## src/rtl/ddr3_ppfifo_pkg.sv

```systemverilog
// ddr3_ppfifo_pkg: shared types and constants for the ping-pong FIFO to DDR3 write path.
// Rev 1.0
`default_nettype none

package ddr3_ppfifo_pkg;

    typedef enum logic [2:0] {
        ST_IDLE    = 3'd0,
        ST_GRANT   = 3'd1,
        ST_BEAT0   = 3'd2,
        ST_BEAT1   = 3'd3,
        ST_CMD     = 3'd4,
        ST_RELEASE = 3'd5
    } state_t;

    localparam logic [2:0] APP_CMD_WRITE   = 3'b000;
    localparam logic [2:0] APP_CMD_READ    = 3'b001;
    localparam int         BURST_BYTES     = 8;
    localparam int         BEATS_PER_BURST = 2;
    localparam logic [3:0] PAD_MASK        = 4'hF;

endpackage

`default_nettype wire

```

## src/rtl/ddr3_ring_addr_gen.sv

```systemverilog
// ddr3_ring_addr_gen: ring-buffer burst address generator (base + size, 8-byte steps, wrap).
// Rev 1.0
`default_nettype none

module ddr3_ring_addr_gen
    import ddr3_ppfifo_pkg::*;
#(
    parameter int ADDR_W = 28
) (
    input  logic              clk,
    input  logic              rst_n,
    input  logic              load,
    input  logic              advance,
    input  logic [ADDR_W-1:0] base,
    input  logic [ADDR_W-1:0] size,
    output logic [ADDR_W-1:0] addr
);

    logic [ADDR_W-1:0] base_q;
    logic [ADDR_W-1:0] size_q;
    logic [ADDR_W-1:0] incr;
    logic [ADDR_W-1:0] limit;

    assign incr  = addr + ADDR_W'(BURST_BYTES);
    assign limit = base_q + size_q;

    always_ff @(posedge clk or negedge rst_n) begin
        if (!rst_n) begin
            base_q <= '0;
            size_q <= '0;
            addr   <= '0;
        end else if (load) begin
            base_q <= base;
            size_q <= size;
            addr   <= base;
        end else if (advance) begin
            addr <= (incr == limit) ? base_q : incr;
        end
    end

endmodule

`default_nettype wire

```

## src/rtl/ddr3_ppfifo_writer.sv

```systemverilog
// ddr3_ppfifo_writer: drains ping-pong FIFO frames into DDR3 two-beat write bursts.
// Optional beat counter port enabled by DDR3_PPFIFO_WRITER_STATS_EN. Rev 1.0
`default_nettype none

module ddr3_ppfifo_writer
    import ddr3_ppfifo_pkg::*;
#(
    parameter int MEM_ADDR_DEPTH  = 28,
    parameter int FIFO_SIZE_WIDTH = 24
) (
    input  logic                       ui_clk,
    input  logic                       sys_rst,
    input  logic                       init_calib_complete,
    input  logic                       i_enable,
    input  logic [MEM_ADDR_DEPTH-1:0]  i_base_addr,
    input  logic [MEM_ADDR_DEPTH-1:0]  i_ring_size,
    input  logic [1:0]                 i_ppfifo_rdy,
    output logic [1:0]                 o_ppfifo_act,
    input  logic [FIFO_SIZE_WIDTH-1:0] i_ppfifo_size,
    output logic                       o_ppfifo_stb,
    input  logic [31:0]                i_ppfifo_data,
    output logic [MEM_ADDR_DEPTH-1:0]  app_addr,
    output logic [2:0]                 app_cmd,
    output logic                       app_en,
    input  logic                       app_rdy,
    output logic [31:0]                app_wdf_data,
    output logic [3:0]                 app_wdf_mask,
    output logic                       app_wdf_wren,
    output logic                       app_wdf_end,
    input  logic                       app_wdf_rdy,
    output logic                       o_busy,
    output logic [MEM_ADDR_DEPTH-1:0]  o_wr_addr
`ifdef DDR3_PPFIFO_WRITER_STATS_EN
    ,
    output logic [31:0]                o_beat_count
`endif
);

    state_t                     state;
    logic [FIFO_SIZE_WIDTH-1:0] count;
    logic                       pad;
    logic                       start;
    logic                       wdf_accept;
    logic                       cmd_accept;
    logic                       addr_load;

    assign start      = init_calib_complete && i_enable && (|i_ppfifo_rdy);
    assign wdf_accept = app_wdf_wren && app_wdf_rdy;
    assign cmd_accept = app_en && app_rdy;
    assign addr_load  = (state == ST_IDLE) && !i_enable;

    assign o_ppfifo_stb = wdf_accept && !pad;
    // The FIFO head word is already a register that only moves on a strobe,
    // so passing it through keeps the beat stable for the whole handshake.
    assign app_wdf_data = (app_wdf_wren && !pad) ? i_ppfifo_data : 32'h0;

    ddr3_ring_addr_gen #(
        .ADDR_W (MEM_ADDR_DEPTH)
    ) u_addr_gen (
        .clk     (ui_clk),
        .rst_n   (sys_rst),
        .load    (addr_load),
        .advance (cmd_accept),
        .base    (i_base_addr),
        .size    (i_ring_size),
        .addr    (o_wr_addr)
    );

    always_ff @(posedge ui_clk or negedge sys_rst) begin
        if (!sys_rst) begin
            state        <= ST_IDLE;
            o_ppfifo_act <= 2'b00;
            count        <= '0;
            pad          <= 1'b0;
            app_wdf_wren <= 1'b0;
            app_wdf_end  <= 1'b0;
            app_wdf_mask <= 4'h0;
            app_en       <= 1'b0;
            app_cmd      <= 3'b000;
            app_addr     <= '0;
            o_busy       <= 1'b0;
        end else begin
            case (state)
                ST_IDLE: begin
                    if (start) begin
                        o_ppfifo_act <= i_ppfifo_rdy[0] ? 2'b01 : 2'b10;
                        o_busy       <= 1'b1;
                        state        <= ST_GRANT;
                    end
                end
                ST_GRANT: begin
                    count <= i_ppfifo_size;
                    if (i_ppfifo_size == '0) begin
                        o_ppfifo_act <= 2'b00;
                        state        <= ST_RELEASE;
                    end else begin
                        app_wdf_wren <= 1'b1;
                        app_wdf_end  <= 1'b0;
                        app_wdf_mask <= 4'h0;
                        pad          <= 1'b0;
                        state        <= ST_BEAT0;
                    end
                end
                ST_BEAT0: begin
                    if (wdf_accept) begin
                        count       <= count - FIFO_SIZE_WIDTH'(1);
                        app_wdf_end <= 1'b1;
                        // Last word of an odd frame: second beat becomes a masked pad.
                        if (count == FIFO_SIZE_WIDTH'(1)) begin
                            pad          <= 1'b1;
                            app_wdf_mask <= PAD_MASK;
                        end
                        state <= ST_BEAT1;
                    end
                end
                ST_BEAT1: begin
                    if (wdf_accept) begin
                        if (!pad) begin
                            count <= count - FIFO_SIZE_WIDTH'(1);
                        end
                        pad          <= 1'b0;
                        app_wdf_wren <= 1'b0;
                        app_wdf_end  <= 1'b0;
                        app_wdf_mask <= 4'h0;
                        app_en       <= 1'b1;
                        app_cmd      <= APP_CMD_WRITE;
                        app_addr     <= o_wr_addr;
                        state        <= ST_CMD;
                    end
                end
                ST_CMD: begin
                    if (cmd_accept) begin
                        app_en <= 1'b0;
                        if (count != '0) begin
                            app_wdf_wren <= 1'b1;
                            state        <= ST_BEAT0;
                        end else begin
                            o_ppfifo_act <= 2'b00;
                            state        <= ST_RELEASE;
                        end
                    end
                end
                ST_RELEASE: begin
                    o_busy <= 1'b0;
                    state  <= ST_IDLE;
                end
                default: state <= ST_IDLE;
            endcase
        end
    end

`ifdef DDR3_PPFIFO_WRITER_STATS_EN
    always_ff @(posedge ui_clk or negedge sys_rst) begin
        if (!sys_rst) begin
            o_beat_count <= 32'h0;
        end else if (o_ppfifo_stb) begin
            o_beat_count <= o_beat_count + 32'h1;
        end
    end
`endif

endmodule

`default_nettype wire

```

## config.mk

```make
export PLATFORM = sky130hd
export DESIGN_NAME = ddr3_ppfifo_writer
export DESIGN_NICKNAME = d
export VERILOG_FILES = /design/src/rtl/ddr3_ppfifo_pkg.sv /design/src/rtl/ddr3_ring_addr_gen.sv /design/src/rtl/ddr3_ppfifo_writer.sv
export SDC_FILE = /design/constraint.sdc
export NUM_CORES = 1
export LEC_CHECK = 0
export ABC_AREA = 1
export ABC_CLOCK_PERIOD_IN_PS = 6600
export CAP_MARGIN = 40
export CORE_ASPECT_RATIO = 1.2
export CORE_UTILIZATION = 58
export CTS_BUF_LIST = sky130_fd_sc_hd__clkbuf_8
export CTS_CLUSTER_SIZE = 30
export DETAILED_ROUTE_END_ITERATION = 8
export GPL_TIMING_DRIVEN = 0
export PLACE_DENSITY = 0.89
export SLEW_MARGIN = 20
export SYNTH_ARGS = -nofsm -noshare
export SYNTH_HDL_FRONTEND = slang
export SYNTH_SLANG_ARGS = --single-unit
```

## constraint.sdc

```tcl
create_clock -name ui_clk -period 6.6 [get_ports ui_clk]
set_input_delay 1.32 -clock ui_clk [delete_from_list [all_inputs] [get_ports ui_clk]]
set_output_delay 1.32 -clock ui_clk [all_outputs]
set_load 0.02 [all_outputs]
```

==> results of run 1 <==
## cell usage in the layout (no fill, tap or decap), drive strengths merged, types with 2 or more instances in the layout
master         synthesis  layout
nor3                  15      15
clkbuf                31      48
o211ai                 3       3
ha                    31      31
nor2                 187     187
mux2i                  2       2
mux2                   6       6
nand2                566     566
nand4                 15      15
nand3b                 2       2
a21oi                 62      62
clkinvlp               0       2
nor4                   3       3
buf                   20      22
dfrtp                146     146
inv                  279     290
conb                   1       3
o22ai                  6       6
xnor2                  5       5
clkdlybuf4s50          0     217
xor2                  24      24
nand3                159     159
or2                    3       3
and2                   2       2
o21ai                107     107
## worst max-delay path, cell delays in order
cell             delay, ns
clkdlybuf4s50_1       0.46
nand2_1               0.08
nor2_1                0.10
clkdlybuf4s50_1       0.62
## path summary, 6_finish.rpt
kind / start / cells after the start / slack [ns] / endpoint
worst max-delay path: app_wdf_rdy / 4 / 2.70 / o_ppfifo_stb
worst min-delay path: app_addr[22] / 2 / 0.49 / app_addr[22]
worst max register to register: u_addr_gen.size_q[0] / 20 / 3.16 / u_addr_gen.addr[25]
worst min register to register: app_addr[22] / 2 / 0.49 / app_addr[22]
max in group asynchronous: sys_rst / 2 / 5.04 / app_addr[22]
min in group asynchronous: sys_rst / 1 / 0.78 / u_addr_gen.base_q[0]
## cell families after synthesis
| logic type | count (synthesis) | synth area share, % |
|---|---|---|
| flops | 146 | 33.6 |
| fa+ha+maj | 32 | 3.75 |
| xor+xnor | 29 | 2.33 |
| other cells | 1 | 0.0345 |
| simple gates | 954 | 37.9 |
| compound gates | 187 | 9.74 |
| buf+inv | 330 | 11.9 |
| mux | 8 | 0.805 |
## cell usage after synthesis (2+ instances only)
library cell  count  area [sq um]
o22ai_1           6          37.5
buf_2             7          35.0
nand4_1          15          93.8
nor2_2            4          25.0
buf_6             2          22.5
mux2i_1           2          20.0
o211ai_1          3          22.5
ha_1             31           388
clkbuf_1         30           113
nand2_2          26           163
and2_1            2          12.5
buf_1             4          15.0
xor2_1           24           210
nor4_1            3          18.8
a21oi_2          21           184
or2_2             3          18.8
o21ai_1           4          20.0
nand3_2          22           220
nor3_1           15          75.1
nand3b_1          2          15.0
nor2_4            6          67.6
nand2_1         539          2020
inv_1           275          1030
nand3_1         137           686
dfrtp_1         146          3650
inv_2             4          15.0
o21ai_0         103           515
xnor2_1           5          43.8
mux2_2            6          67.6
nor2_1          176           661
buf_4             7          52.6
a21oi_1          41           205
## stage by stage
stage / area [sq um] / TNS, ns
after global routing: 13800 / 0
after floorplan: 10900 / 0
final: 13800 / 0
after detailed placement: 13400 / 0
after global placement: 13400 / -226.46
after CTS: 13800 / 0
## state kept, by name, summed over array words and instances (netlist names), 2 cells and up
signal,cells
app_addr,28
u_addr_gen.addr,28
u_addr_gen.base_q,28
u_addr_gen.size_q,28
count,24
state,3
o_ppfifo_act,2
## power by group
| part | switching [mW] | total [mW] | internal (mW) |
|---|---|---|---|
| sequential | 0.411 | 1.74 | 1.33 |
| clock | 0.421 | 0.738 | 0.317 |
| combinational | 3.22 | 5.03 | 1.81 |
| total | 4.05 | 7.51 | 3.46 |
## routing by layer
layer	global-route usage, %	wire length, um
met4	19.4	1560
met2	63.1	16800
met5	0	0
met1	43.0	13200
met3	5.04	2350
## cell type report
class	instances	area [sq um]
flip-flops and latches	146	3650
clock inverters	15	160
fillers	1536	4500
clock buffers	17	234
repair buffers	219	2210
plain buffers	51	243
well taps	252	315
multi-input cells	1213	5950
inverters	279	1050
==> impl_metrics.ini, run 1 <==
[min_path]
hold_path_class = register to register

[clocking]
clkSlewWorstSetupHoldPaths_ns = 0.10
ctsResizeCount = 0
cts_max_level = 4
cts_tree = done
numCtsBuffers = 17
postCtsSetupRepairBufs = 0
clkLatencyLatePin_ns = 0.48
clockBufferDepth = 2
cts.sinks = 146
ctsHoldBuffers = 0
cts_root_buf = clkbuf_8

[routing]
drt-vias-per-instance = 5.32
ant_nets = 0
drt_first_pass_iters = 8
routed_wl_mm = 33.8
drt_iter0_drc = 877
via_count = 11672
post_drt_wl_per_cell_um = 15.4
post-route-drc-count = 0

[global_route]
track_usage_pct = 36.2
antenna_found_initial = 0
grt_max_degree = 80
first_global_vias = 11507
overflow = 0
grt_pass1_wl_mm = 54.8

[finish]
fin_nets = 2079
layoutNonFillerInstCount = 2192
fin_util_pct = 75.4
drive_gt1_share_pct = 7.47
area_growth_pct = 26.9
diodes = 0

[power]
power_density_mw_per_mm2 = 544
power.leakage_nw = 7.31
vdd_ir_drop_max_mv = 0.241
finalPower_mw = 7.51

[sta]
hold_viol_final = 0
skew_ns = 0.0219
tightestPinTransition_ns = 0.789
slew_headroom_pct = 47.4
period_minus_slack_ns = 3.90
finalCritPeriodShare_pct = 59.1
slew_violations = 0
setup_viol = 0
clock.fmax_mhz = 256
grt_setup_unrepaired = no
holdWs_ns = 0.490
setup_ws_ns = 2.70

[synth]
synth_cell_types = 48
async_flop_share_pct = 100
ys.flop_type = dfrtp_1
ys_ff_latch = 146
avgSynthCellArea_sq_um = 6.45
yosysSeqAreaShare_pct = 33.6
yosys_warnings = 0
synth_edf_count = 0
synthCells = 1687
synth_area_sq_mm = 0.0109

[die]
die_w_um = 127
die-area_sq_mm = 0.0193
die_y_um = 152
start_util_pct = 59.4
coreArea_sq_mm = 0.0183
rows = 54
pin_count = 222

[placement]
gp_congestion = 0.995
hpwlAfterDp_mm = 27.1
io_buffers = 218
dp_slack_ns = 2.70
dp_cells = 2160

[critical_path]
path_max_fanout = 3
worstSetupEndpointType = primary output
critPathKind = input pin to primary output
crit_required_ns = 5.28
critPathLaunchType = input pin
cp.arrival_ns = 2.58

[job]
drv_cap = 0

[status]
status = completed
Note: power is estimated with default switching activity, not from simulation.
==> run 2: changes to the inputs <==
--- a/config.mk
+++ b/config.mk
@@ -6,15 +6,15 @@
 export NUM_CORES = 1
 export LEC_CHECK = 0
 export ABC_AREA = 1
-export ABC_CLOCK_PERIOD_IN_PS = 6600
+export ABC_CLOCK_PERIOD_IN_PS = 3700
 export CAP_MARGIN = 40
 export CORE_ASPECT_RATIO = 1.2
-export CORE_UTILIZATION = 58
+export CORE_UTILIZATION = 54
 export CTS_BUF_LIST = sky130_fd_sc_hd__clkbuf_8
 export CTS_CLUSTER_SIZE = 30
 export DETAILED_ROUTE_END_ITERATION = 8
 export GPL_TIMING_DRIVEN = 0
-export PLACE_DENSITY = 0.89
+export PLACE_DENSITY = 0.83
 export SLEW_MARGIN = 20
 export SYNTH_ARGS = -nofsm -noshare
 export SYNTH_HDL_FRONTEND = slang
==> constraint.sdc (replaced) <==
create_clock -name ui_clk -period 3.7 [get_ports ui_clk]
set_input_delay 0.74 -clock ui_clk [delete_from_list [all_inputs] [get_ports ui_clk]]
set_output_delay 0.74 -clock ui_clk [all_outputs]
set_load 0.02 [all_outputs]
==> run 2 against run 1 <==
Clock skew decreased by 0.0056 ns; largest cell class unchanged; design area increased by 0.23%; non-clock buffer count increased by 3; cell count increased by 0.55%; critical path depth increased by 16.
==> impl_metrics.ini, run 2 (same netlist as run 1, synthesis figures left out) <==
[finish]
fin_util_pct = 70.6
diodes = 0
drive_gt1_share_pct = 7.62
nFillCells = 1734
final_cell_mix = 539 x nand2_1, 275 x inv_1, 217 x clkdlybuf4s50_1
fin_nets = 2082
final_common_cell = nand2_1
area_growth_pct = 27.2

[clocking]
numCtsBuffers = 17
ctsHoldBuffers = 0
cts_root_buf = clkbuf_8
cts.sinks = 146
clkLatencyLatePin_ns = 0.47
cts_max_level = 4
cts_tree = done
clkSlewWorstSetupHoldPaths_ns = 0.09
clockBufferDepth = 2

[critical_path]
path_max_fanout = 10
cp.arrival_ns = 3.81
r2r_slack_ns = 0.29
crit_top_cell = nand2_1
crit_required_ns = 4.10
critPathLaunchType = register
worstSetupEndpointType = register
cpPeakStageDelay_ns = 0.44
critPathKind = register to register
path_delay_family = simple AND/OR/NAND/NOR gates
crit_buf_inv = 1
critical-path-slowest-cell = fa_1
cp_cell_sequence = ha_1 > fa_1 > nand2_1 > nand2_1 > nand3_1 > nand2_1 > nand3_1 > nand2_1 > nor2_1 > nand2_1 > nor2_1 > nand2_1 > nor2_1 > nand2_1 > nor2_4 > nand2_4 > buf_6 > nand2_2 > nand3_2 > a21oi_2

[placement]
hpwlAfterDp_mm = 27.5
gp_congestion = 0.960
io_buffers = 218

[power]
power.leakage_nw = 7.33
power_density_mw_per_mm2 = 964
vdd_ir_drop_max_mv = 0.473
finalPower_mw = 13.3

[routing]
drt-vias-per-instance = 5.20
via_count = 11457
ant_nets = 0
routed_wl_mm = 34.1
drt_iter0_drc = 841
drt_first_pass_iters = 5
post_drt_wl_per_cell_um = 15.5
post-route-drc-count = 0

[die]
pin_count = 222
start_util_pct = 55.5
coreArea_sq_mm = 0.0196
die_w_um = 132
die-area_sq_mm = 0.0207
die_y_um = 158
rows = 56

[sta]
hold_viol_final = 0
finalCritPeriodShare_pct = 92.2
slew_headroom_pct = 49.7
period_minus_slack_ns = 3.41
grt_setup_unrepaired = no
skew_ns = 0.0163
clock.fmax_mhz = 293
tightestPinTransition_ns = 0.754
setup_viol = 0
slew_violations = 0

[global_route]
antenna_found_initial = 0
track_usage_pct = 33.8
grt_max_degree = 81
overflow = 0
first_global_vias = 11072
grt_pass1_wl_mm = 54.7

[job]
drv_cap = 0

[status]
status = completed

[min_path]
hold_path_class = input pin to async pin
[run 2: changes by cell type in the layout (fill, tap and decap cells not counted), sizes merged]
cell	previous run	this run
inv	290	287
clkinv	1	4
buf	22	25
clkinvlp	2	1
clkbuf	48	49
[run 2: final cells by class]
type                    count  area [sq um]  area share (%)
clock inverters            14           144            1.04
flip-flops and latches    146          3650            26.4
plain buffers              51           243            1.75
well taps                 261           327            2.36
inverters                 279          1050            7.56
multi-input cells        1213          5950            42.9
clock buffers              18           248            1.79
repair buffers            222          2240            16.2
[run 2: through the flow]
| step | instances | area, sq um | hold WS [ns] | setup TNS, ns | setup slack [ns] |
|---|---|---|---|---|---|
| 2_1_floorplan | 1689 | 10900 | 0.444 | 0 | 1.08 |
| 3_3_place_gp | 2168 | 13400 | 0.465 | -576.73 | -3.96 |
| 3_5_place_dp | 2169 | 13400 | 0.469 | 0 | 0.327 |
| 4_1_cts | 2201 | 13800 | 0.223 | 0 | 0.302 |
| 5_1_grt | 2204 | 13800 | 0.249 | 0 | 0.0557 |
| 6_report | 2204 | 13800 | 0.202 | 0 | 0.288 |
[run 2: worst paths after layout]
path	cells past startpoint	endpoint	start
setup / recovery	20	u_addr_gen.addr[10]	u_addr_gen.size_q[0]
hold / removal	1	u_addr_gen.base_q[1]	sys_rst
setup reg to reg	20	u_addr_gen.addr[10]	u_addr_gen.size_q[0]
hold reg to reg	2	app_addr[22]	app_addr[22]
max in group asynchronous	2	u_addr_gen.addr[20]	sys_rst
min in group ui_clk	2	app_addr[22]	app_addr[22]
[run 2: layer usage]
metal | vias up | track usage [%] | share of wire [%] | wire (um)
met3 | 76 | 4.99 | 6.8 | 2340
met2 | 438 | 60.4 | 49 | 16900
met4 | 0 | 15.9 | 3.8 | 1290
li1 | 5743 | - | - | -
met5 | - | 0 | 0 | 0
met1 | 5200 | 40.1 | 40 | 13600
[run 2: worst reg2reg max path, stage by stage, from the launching register on]
cell	delay [ns]
dfrtp_1	0.41
ha_1	0.27
fa_1	0.44
nand2_1	0.17
nand2_1	0.07
nand3_1	0.06
nand2_1	0.21
nand3_1	0.14
nand2_1	0.08
nor2_1	0.10
nand2_1	0.07
nor2_1	0.14
nand2_1	0.07
nor2_1	0.08
nand2_1	0.09
nor2_4	0.25
nand2_4	0.18
buf_6	0.20
nand2_2	0.07
nand3_2	0.08
a21oi_2	0.16
[run 2: report_power, final]
group | total, mW | internal [mW] | switching, mW
logic | 8.94 | 3.24 | 5.70
clock network | 1.30 | 0.573 | 0.728
registers | 3.10 | 2.37 | 0.730
total | 13.3 | 6.19 | 7.16
[run 2: repair_timing]
action                                  4_1_cts  5_1_grt
resized for setup                             0        0
buffers inserted                              0        2
endpoints found under the setup margin        0        1
